<file path="src/rtl/mem_stage_unit_pkg.sv">
// rtl/mem_stage_unit_pkg.sv - shared widths, memory-op codes and bus polarity constants
package mem_stage_unit_pkg;

    localparam int WORD_DATA_W = 32;
    localparam int WORD_ADDR_W = 30;
    localparam int REG_ADDR_W  = 5;
    localparam int MEM_OP_W    = 2;

    localparam logic [MEM_OP_W-1:0] MEM_OP_NOP = 2'd0;
    localparam logic [MEM_OP_W-1:0] MEM_OP_LDW = 2'd1;
    localparam logic [MEM_OP_W-1:0] MEM_OP_STW = 2'd2;

    // Active-low strobe/enable encoding
    localparam logic ENABLE_  = 1'b0;
    localparam logic DISABLE_ = 1'b1;

    // SPM direction encoding
    localparam logic READ  = 1'b1;
    localparam logic WRITE = 1'b0;

    function automatic logic is_word_aligned(input logic [WORD_DATA_W-1:0] byte_addr);
        return (byte_addr[1:0] == 2'b00);
    endfunction

endpackage

</file>
<file path="src/rtl/mem_stage_unit_if.sv">
// rtl/mem_stage_unit_if.sv - scratch-pad memory bus interface
// Ports: spm_addr/spm_as_/spm_rw/spm_wr_data driven by master, spm_rd_data driven by slave.
interface mem_stage_unit_if;
    import mem_stage_unit_pkg::*;

    logic [WORD_ADDR_W-1:0] spm_addr;
    logic                   spm_as_;
    logic                   spm_rw;
    logic [WORD_DATA_W-1:0] spm_wr_data;
    logic [WORD_DATA_W-1:0] spm_rd_data;

    modport master (
        output spm_addr, spm_as_, spm_rw, spm_wr_data,
        input  spm_rd_data
    );

    modport slave (
        input  spm_addr, spm_as_, spm_rw, spm_wr_data,
        output spm_rd_data
    );

endinterface

</file>
<file path="src/rtl/mem_stage_unit_mem_access_ctrl.sv">
// rtl/mem_stage_unit_mem_access_ctrl.sv - memory-op decode, alignment check and result select
// Inputs : ex_en, mem_op, ex_out (byte address / EX result), ex_mem_wr_data, rd_data (gated load data)
// Outputs: addr, as_, rw, wr_data, out (stage result), miss_align
module mem_access_ctrl
    import mem_stage_unit_pkg::*;
(
    input  logic                   ex_en,
    input  logic [MEM_OP_W-1:0]    mem_op,
    input  logic [WORD_DATA_W-1:0] ex_out,
    input  logic [WORD_DATA_W-1:0] ex_mem_wr_data,
    input  logic [WORD_DATA_W-1:0] rd_data,
    output logic [WORD_ADDR_W-1:0] addr,
    output logic                   as_,
    output logic                   rw,
    output logic [WORD_DATA_W-1:0] wr_data,
    output logic [WORD_DATA_W-1:0] out,
    output logic                   miss_align
);

    logic aligned;

    assign aligned = is_word_aligned(ex_out);
    assign addr    = ex_out[WORD_DATA_W-1:2];
    assign wr_data = ex_mem_wr_data;

    always_comb begin
        as_        = DISABLE_;
        rw         = READ;
        miss_align = 1'b0;
        out        = ex_out;
        case (mem_op)
            MEM_OP_LDW: begin
                if (aligned) begin
                    as_ = ex_en ? ENABLE_ : DISABLE_;
                    out = rd_data;
                end else begin
                    miss_align = ex_en;
                    out        = '0;
                end
            end
            MEM_OP_STW: begin
                if (aligned) begin
                    as_ = ex_en ? ENABLE_ : DISABLE_;
                    // Direction only flips to WRITE while a store is actually strobed
                    rw  = ex_en ? WRITE : READ;
                end else begin
                    miss_align = ex_en;
                    out        = '0;
                end
            end
            default: ; // NOP and reserved op pass the EX result through
        endcase
    end

endmodule

</file>
<file path="src/rtl/mem_stage_unit.sv">
// rtl/mem_stage_unit.sv - MEM pipeline stage: SPM access control, bus mux and MEM/WB register
// Ports: clk, reset (sync active-high), stall, flush, EX/MEM inputs (ex_*),
//        spm (SPM bus, master modport), miss_align, MEM/WB outputs (mem_*).
module mem_stage_unit
    import mem_stage_unit_pkg::*;
(
    input  logic                   clk,
    input  logic                   reset,
    input  logic                   stall,
    input  logic                   flush,
    input  logic                   ex_en,
    input  logic [MEM_OP_W-1:0]    ex_mem_op,
    input  logic [WORD_DATA_W-1:0] ex_mem_wr_data,
    input  logic [WORD_DATA_W-1:0] ex_out,
    input  logic [REG_ADDR_W-1:0]  ex_dst_addr,
    input  logic                   ex_gpr_we_,
    mem_stage_unit_if.master       spm,
    output logic                   miss_align,
    output logic [WORD_DATA_W-1:0] mem_out,
    output logic [REG_ADDR_W-1:0]  mem_dst_addr,
    output logic                   mem_gpr_we_,
    output logic                   mem_en
);

    logic [WORD_ADDR_W-1:0] addr;
    logic                   as_;
    logic                   rw;
    logic [WORD_DATA_W-1:0] wr_data;
    logic [WORD_DATA_W-1:0] rd_data;
    logic [WORD_DATA_W-1:0] out;
    logic                   commit;

    mem_access_ctrl u_mem_access_ctrl (
        .ex_en          (ex_en),
        .mem_op         (ex_mem_op),
        .ex_out         (ex_out),
        .ex_mem_wr_data (ex_mem_wr_data),
        .rd_data        (rd_data),
        .addr           (addr),
        .as_            (as_),
        .rw             (rw),
        .wr_data        (wr_data),
        .out            (out),
        .miss_align     (miss_align)
    );

    // Zero-wait SPM: bus follows the inputs combinationally, even under stall or reset
    assign spm.spm_addr    = addr;
    assign spm.spm_as_     = as_;
    assign spm.spm_rw      = rw;
    assign spm.spm_wr_data = wr_data;
    assign rd_data         = (as_ == ENABLE_) ? spm.spm_rd_data : '0;

    assign commit = ex_en & ~miss_align;

    always_ff @(posedge clk) begin
        if (reset || flush) begin
            mem_out      <= '0;
            mem_dst_addr <= '0;
            mem_gpr_we_  <= DISABLE_;
            mem_en       <= 1'b0;
        end else if (!stall) begin
            mem_out      <= out;
            mem_dst_addr <= ex_dst_addr;
            mem_en       <= commit;
            mem_gpr_we_  <= commit ? ex_gpr_we_ : DISABLE_;
        end
    end

endmodule

</file>
<file path="src/flat_wrapper.sv">
// flat-port wrapper written by rule: the top's interface ports become plain ports
module mem_stage_unit_flat import mem_stage_unit_pkg::*;
  (clk, reset, stall, flush, ex_en, ex_mem_op, ex_mem_wr_data, ex_out, ex_dst_addr, ex_gpr_we_, miss_align, mem_out, mem_dst_addr, mem_gpr_we_, mem_en, spm_spm_addr, spm_spm_as_, spm_spm_rw, spm_spm_wr_data, spm_spm_rd_data);
  mem_stage_unit_if spm_i ();
  input  logic clk;
  input  logic reset;
  input  logic stall;
  input  logic flush;
  input  logic ex_en;
  input  logic [MEM_OP_W-1:0] ex_mem_op;
  input  logic [WORD_DATA_W-1:0] ex_mem_wr_data;
  input  logic [WORD_DATA_W-1:0] ex_out;
  input  logic [REG_ADDR_W-1:0] ex_dst_addr;
  input  logic ex_gpr_we_;
  output logic miss_align;
  output logic [WORD_DATA_W-1:0] mem_out;
  output logic [REG_ADDR_W-1:0] mem_dst_addr;
  output logic mem_gpr_we_;
  output logic mem_en;
  output wire logic [$bits(spm_i.spm_addr)-1:0] spm_spm_addr;
  output wire logic [$bits(spm_i.spm_as_)-1:0] spm_spm_as_;
  output wire logic [$bits(spm_i.spm_rw)-1:0] spm_spm_rw;
  output wire logic [$bits(spm_i.spm_wr_data)-1:0] spm_spm_wr_data;
  input wire logic [$bits(spm_i.spm_rd_data)-1:0] spm_spm_rd_data;
  assign spm_spm_addr = spm_i.spm_addr;
  assign spm_spm_as_ = spm_i.spm_as_;
  assign spm_spm_rw = spm_i.spm_rw;
  assign spm_spm_wr_data = spm_i.spm_wr_data;
  assign spm_i.spm_rd_data = spm_spm_rd_data;
  mem_stage_unit u_core (.clk(clk), .reset(reset), .stall(stall), .flush(flush), .ex_en(ex_en), .ex_mem_op(ex_mem_op), .ex_mem_wr_data(ex_mem_wr_data), .ex_out(ex_out), .ex_dst_addr(ex_dst_addr), .ex_gpr_we_(ex_gpr_we_), .spm(spm_i), .miss_align(miss_align), .mem_out(mem_out), .mem_dst_addr(mem_dst_addr), .mem_gpr_we_(mem_gpr_we_), .mem_en(mem_en));
endmodule
</file>
<file path="config.mk">
export PLATFORM = sky130hd
export DESIGN_NAME = mem_stage_unit_flat
export DESIGN_NICKNAME = d
export VERILOG_FILES = /design/src/rtl/mem_stage_unit_pkg.sv /design/src/rtl/mem_stage_unit_if.sv /design/src/rtl/mem_stage_unit_mem_access_ctrl.sv /design/src/rtl/mem_stage_unit.sv /design/src/flat_wrapper.sv
export SDC_FILE = /design/constraint.sdc
export NUM_CORES = 1
export LEC_CHECK = 0
export CAP_MARGIN = 20
export CORE_UTILIZATION = 33
export DETAILED_ROUTE_END_ITERATION = 6
export PLACE_DENSITY_LB_ADDON = 0.15
export SETUP_SLACK_MARGIN = 0.3
export SLEW_MARGIN = 20
export SYNTH_ARGS = -nofsm -noshare
export SYNTH_HDL_FRONTEND = slang
export SYNTH_SLANG_ARGS = --single-unit
</file>
<file path="constraint.sdc">
create_clock -name clk -period 2.3 [get_ports clk]
set_input_delay 0.46 -clock clk [delete_from_list [all_inputs] [get_ports clk]]
set_output_delay 0.46 -clock clk [all_outputs]
set_load 0.02 [all_outputs]
</file>
* Word-level counts from Yosys, hierarchy flattened *
Cells that the tools add are included.
W data, S select, Z words.

storage, ports and cells
  logic and storage cells = 22
  bits of input ports = 109
  bits in registers = 39

cells by class
  mux-type cells = 11
  equality and inequality tests = 2
  reduce and logical (&&, ||, !) cells = 3
  bitwise operators = 2

operators by type and width
  operator              number
  $mux W32              3
  $pmux W32 S2          1
  $mux W1               7
  $eq A2 B1 Y1 const B  1
  $eq A2 B2 Y1 const B  1
  $logic_not A2 Y1      1
  $reduce_or A2 Y1      1
  $and A1 B1 Y1         1
  $logic_or A1 B1 Y1    1
  $not A1 Y1            1

* Longest topological paths before layout *
  word-level depth = 6
  depth in mapped cells = 7
  depth with buffers taken out = 5

* Hierarchy *
A second synthesis with hierarchy kept.

unflattened totals
  cells, all modules = 313
  area total of the unflattened synthesis = 2,891.5 sq um

by module, submodules not included
  module           times used  area an instance (sq um)  seq. area each (sq um)  cells each
  mem_stage_unit   1           1,625.3                   780.7                   164
  mem_access_ctrl  1           1,266.2                   0.0                     149

* Least setup slack after synthesis *
Ideal clock, no wire load.

  kind = input-to-output
  start point = input port ex_mem_op[0]
  end point = output port miss_align
  path buffers = 2
  required time = 1.840 ns
  setup slack = 0.205 ns
  arrival = 1.635 ns
  stages on the path = 5
  cell sequence = inv_1 > ha_1 > buf_6 > clkbuf_1 > nor3b_1

on the way
  cells in the longest elaborated chain, start to end = 3
  elaborated cells on any way between the ends = 4
  those cells by class = eq/ne (2); mux (1); reduce/logical (1)

ends and longest elaborated chain
  item                                          line                                  source
  from (decl)                                   flat_wrapper.sv:10                    input logic [MEM_OP_W-1:0] ex_mem_op;
  $eq A2 B2 Y1 or $eq A2 B1 Y1 (tied branches)  mem_stage_unit_mem_access_ctrl.sv:31  case (mem_op)
  $reduce_or A2 Y1 (no source line) *           n/a
  $mux W1 *                                     n/a
  to (decl)                                     flat_wrapper.sv:15                    output logic miss_align;

Mark *: on every way between the ends. The rest lies on a longest branch, timed or not.

* Worst setup path in the final report *
  start point = input port ex_mem_op[0]
  end point = output port spm_spm_as_

on the way
  cells in the longest elaborated chain, start to end = 3
  elaborated cells on any way between the ends = 4
  those cells by class = eq/ne (2); mux (1); reduce/logical (1)

ends and longest elaborated chain
  item                                          line                                  source
  $eq A2 B2 Y1 or $eq A2 B1 Y1 (tied branches)  mem_stage_unit_mem_access_ctrl.sv:31
  $reduce_or A2 Y1 (no source line) *           n/a
  $mux W1 *                                     n/a
  to (decl)                                     flat_wrapper.sv:21                    output wire logic [$bits(spm_i.spm_as_)-1:0] spm_spm_as_;

Marks and branches as above.

==> flow_metrics.py <==
metrics = {
    "sta": {
        "fin_skew_ns": 0,
        "slew_violations": 0,
        "hold_violations": 0,
        "period_share": 0.827,
        "setup_viol": 0,
        "slew-limit-headroom": 0.602,
        "layout_min_cycle_time_ns": 1.90,
        "clock.fmax_mhz": 526,
        "fin_ws_ns": 0.398,
        "tightest_slew_ns": 0.597,
        "rsz0062_at_grt": "no",
    },
    "final_layout": {
        "synthToLayoutAreaGrowth_pct": 48.8,
        "fin_nets": 478,
        "diodes": 0,
        "final_layout_size_suffix_gt1_frac": 0.177,
        "final_util": 0.514,
        "num-fill-cells": 671,
    },
    "drt": {
        "finalWirelength_microns": 6850,
        "final_antenna_net_count": 0,
        "vias": 2257,
        "dr.pass1.iters": 4,
        "post_drt_wl_per_cell_microns": 14.7,
        "viasPerCell": 4.83,
        "drtIter0Drc": 56,
        "drc": 0,
    },
    "global_routing": {
        "antenna_found_initial": 0,
        "grt-ovfl-total": 0,
        "grt_max_degree": 40,
        "grt_pass1_vias": 2129,
        "grt_pass1_wl_microns": 10400,
        "grtUsageTotal": 0.169,
    },
    "synthesis": {
        "seq_area_frac_synth": 0.308,
        "synth-seq-cells": 39,
        "avgSynthCellArea_sq_um": 8.95,
        "syn-num-nets": 394,
        "yosys_warnings": 0,
        "synthDistinctLibCells": 26,
        "syn_inst": 283,
        "synth_area_sq_um": 2530,
    },
    "floorplanning": {
        "die_h_microns": 89.6,
        "dieArea_sq_um": 8030,
        "io_pins": 213,
        "num_rows": 31,
        "start_util": 0.346,
        "coreArea_sq_um": 7330,
        "dieWidth_microns": 89.6,
    },
    "setup_path": {
        "setup.worst_path.end_class": "output pin",
        "crit_arrival_ns": 1.44,
        "cp.required_ns": 1.84,
        "crit_family": "buffers and inverters",
        "cp_max_fo": 3,
        "critPathKind": "in -> out",
        "max_stage_delay_ns": 0.25,
        "crit_slowest_cell": "ha_4",
        "critPathLaunchType": "input port",
        "rr_worst_depth": 2,
        "cp.depth": 7,
        "crit_chain": "clkbuf_2 > inv_2 > ha_4 > nor4b_4 > buf_4 > inv_6 > buf_2",
        "critPathBufInv": 5,
    },
    "power": {
        "p_int_w": 0.00124,
        "p_leak_nw": 1.46,
        "power_frac_seq": 0.410,
        "powerDensity_nw_per_um2": 462,
        "power.share.clock": 0.292,
        "combPwrFrac": 0.297,
        "ir_worst_vdd_uv": 252,
        "power_switching_share": 0.288,
        "switchingPower_w": 0.000501,
    },
    "clocking": {
        "ctsHoldBuffers": 0,
        "clock_sinks": 39,
        "cts_tree": "yes",
        "htree_levels": 2,
        "clk_pin_slew_worst_paths_ns": 0.07,
        "worstSkewPairLatency_ns": 0.29,
        "numCtsBuffers": 5,
        "cts-root-buf": "clkbuf_8",
        "clock_path_buffers": 2,
    },
    "placement": {
        "io_buffer_count": 148,
        "dpl.hpwl_microns": 4810,
        "gpl.final_weighted_congestion": 0.660,
        "dp_slack_ns": -0.357,
    },
    "outcome": {
        "status": "finished clean",
    },
    "flow_run": {
        "max-cap-violations": 0,
    },
    "worst_hold_path": {
        "worstHoldPathCells": 2,
        "hp-class": "reg -> reg",
    },
}
==> placed cells by master, fill, tap and decap left out, types with 2 or more instances in the layout <==
master | synthesis | final
clkdlybuf4s50_1 | 0 | 109
dfxtp_1 | 39 | 39
inv_1 | 36 | 34
a31oi_1 | 30 | 30
a221oi_2 | 28 | 28
o21ai_0 | 27 | 27
dlygate4sd2_1 | 0 | 18
dlymetal6s2s_1 | 0 | 15
buf_4 | 62 | 15
nor2_1 | 7 | 7
clkbuf_8 | 0 | 7
mux2i_1 | 5 | 5
a221oi_1 | 4 | 4
a21oi_1 | 3 | 3
o21ai_1 | 3 | 3
buf_2 | 8 | 3
clkbuf_2 | 0 | 3
nand2_1 | 2 | 2
o211ai_1 | 2 | 2
==> timing repair <==
| item | CTS | global route |
|---|---|---|
| pin swaps | 1 | 2 |
| endpoints found under the setup margin | 51 | 47 |
| buffers inserted | 0 | 1 |
| gates resized for setup | 29 | 22 |
==> registers in the layout (all words and copies together), names as in the netlist <==
signal,count
u_core.mem_gpr_we_,1
u_core.mem_out,32
u_core.mem_en,1
u_core.mem_dst_addr,5
==> cells by family (layout without fill, tap and decap cells) <==
family | Yosys count | count (layout) | share of synthesized area
adder cells (fa/ha/maj) | 2 | 2 | 0.00987
AO/OA/AOI/OAI | 98 | 98 | 0.328
flip-flops | 39 | 39 | 0.308
AND/OR/NAND/NOR | 16 | 16 | 0.0415
buffers and inverters | 123 | 208 | 0.293
multiplexers | 5 | 5 | 0.0198
==> cells in the mapped netlist <==
| master | n | area (sq um) |
|---|---|---|
| buf_4 | 62 | 465 |
| dfxtp_1 | 39 | 781 |
| inv_1 | 36 | 135 |
| a31oi_1 | 30 | 188 |
| a221oi_2 | 28 | 420 |
| o21ai_0 | 27 | 135 |
| clkbuf_1 | 9 | 33.8 |
| buf_2 | 8 | 40.0 |
| nor2_1 | 7 | 26.3 |
| buf_6 | 5 | 56.3 |
| mux2i_1 | 5 | 50.1 |
| a221oi_1 | 4 | 35.0 |
| a21oi_1 | 3 | 15.0 |
| buf_1 | 3 | 11.3 |
| o21ai_1 | 3 | 15.0 |
| ha_1 | 2 | 25.0 |
| nand2_1 | 2 | 7.51 |
| o211ai_1 | 2 | 15.0 |
| a21o_1 | 1 | 7.51 |
| nand2b_1 | 1 | 6.26 |
| nand3_1 | 1 | 5.00 |
| nand3_2 | 1 | 10.0 |
| nor3b_1 | 1 | 7.51 |
| nor3b_2 | 1 | 12.5 |
| nor4b_4 | 1 | 23.8 |
| or2_2 | 1 | 6.26 |
==> tightest hold or removal path: stages, from the launching register on <==
cell	delay, ns
dfxtp_1	0.31
inv_1	0.06
a221oi_2	0.05
==> per-layer routing <==
| metal | part of all wire | track usage | vias up | routed length, microns |
|---|---|---|---|---|
| met5 | 0 | 0 | - | 0 |
| met2 | 0.50 | 0.294 | 97 | 3440 |
| met4 | 0.016 | 0.0534 | 0 | 111 |
| li1 | - | - | 1108 | - |
| met3 | 0.073 | 0.0475 | 13 | 498 |
| met1 | 0.41 | 0.201 | 1039 | 2800 |
==> worst paths after layout <==
path	slack, ns	start	end
max reg2reg	1.55	u_core.mem_out[17]	u_core.mem_out[17]
min	0.47	u_core.mem_out[22]	u_core.mem_out[22]
min reg2reg	0.47	u_core.mem_out[22]	u_core.mem_out[22]
max	0.40	ex_mem_op[0]	spm_spm_as_
==> power groups by stage <==
stage | Sequential [W] | Clock, W | Combinational, W
after CTS | 0.000714 | 0.000536 | 0.000527
after global routing | 0.000718 | 0.000560 | 0.000559
final | 0.000714 | 0.000509 | 0.000517
after floorplan | 0.000763 | 0 | 0.000334
after global placement | 0.000729 | 0 | 0.000541
after detailed placement | 0.000730 | 0 | 0.000540
==> through the flow <==
| step | setup TNS, ns | hold slack, ns | instances | instance area [sq um] | total power (W) |
|---|---|---|---|---|---|
| 5_1_grt | 0 | 0.487 | 467 | 3770 | 0.00184 |
| 3_5_place_dp | -8.94 | 0.458 | 458 | 3670 | 0.00127 |
| 4_1_cts | 0 | 0.470 | 466 | 3730 | 0.00178 |
| 6_report | 0 | 0.466 | 467 | 3770 | 0.00174 |
| 2_1_floorplan | 0 | 0.539 | 283 | 2560 | 0.00110 |
| 3_3_place_gp | -8.47 | 0.455 | 458 | 3670 | 0.00127 |
==> area by class of cell <==
class / instances / area (sq um) / share of cell area
Clock buffer: 8 / 100 / 0.0266
Inverter: 36 / 140 / 0.0372
Timing Repair Buffer: 164 / 1590 / 0.422
Sequential cell: 39 / 781 / 0.207
Multi-Input combinational cell: 121 / 1030 / 0.274
Tap cell: 99 / 124 / 0.0329
Power figures use the tool's default switching activity.
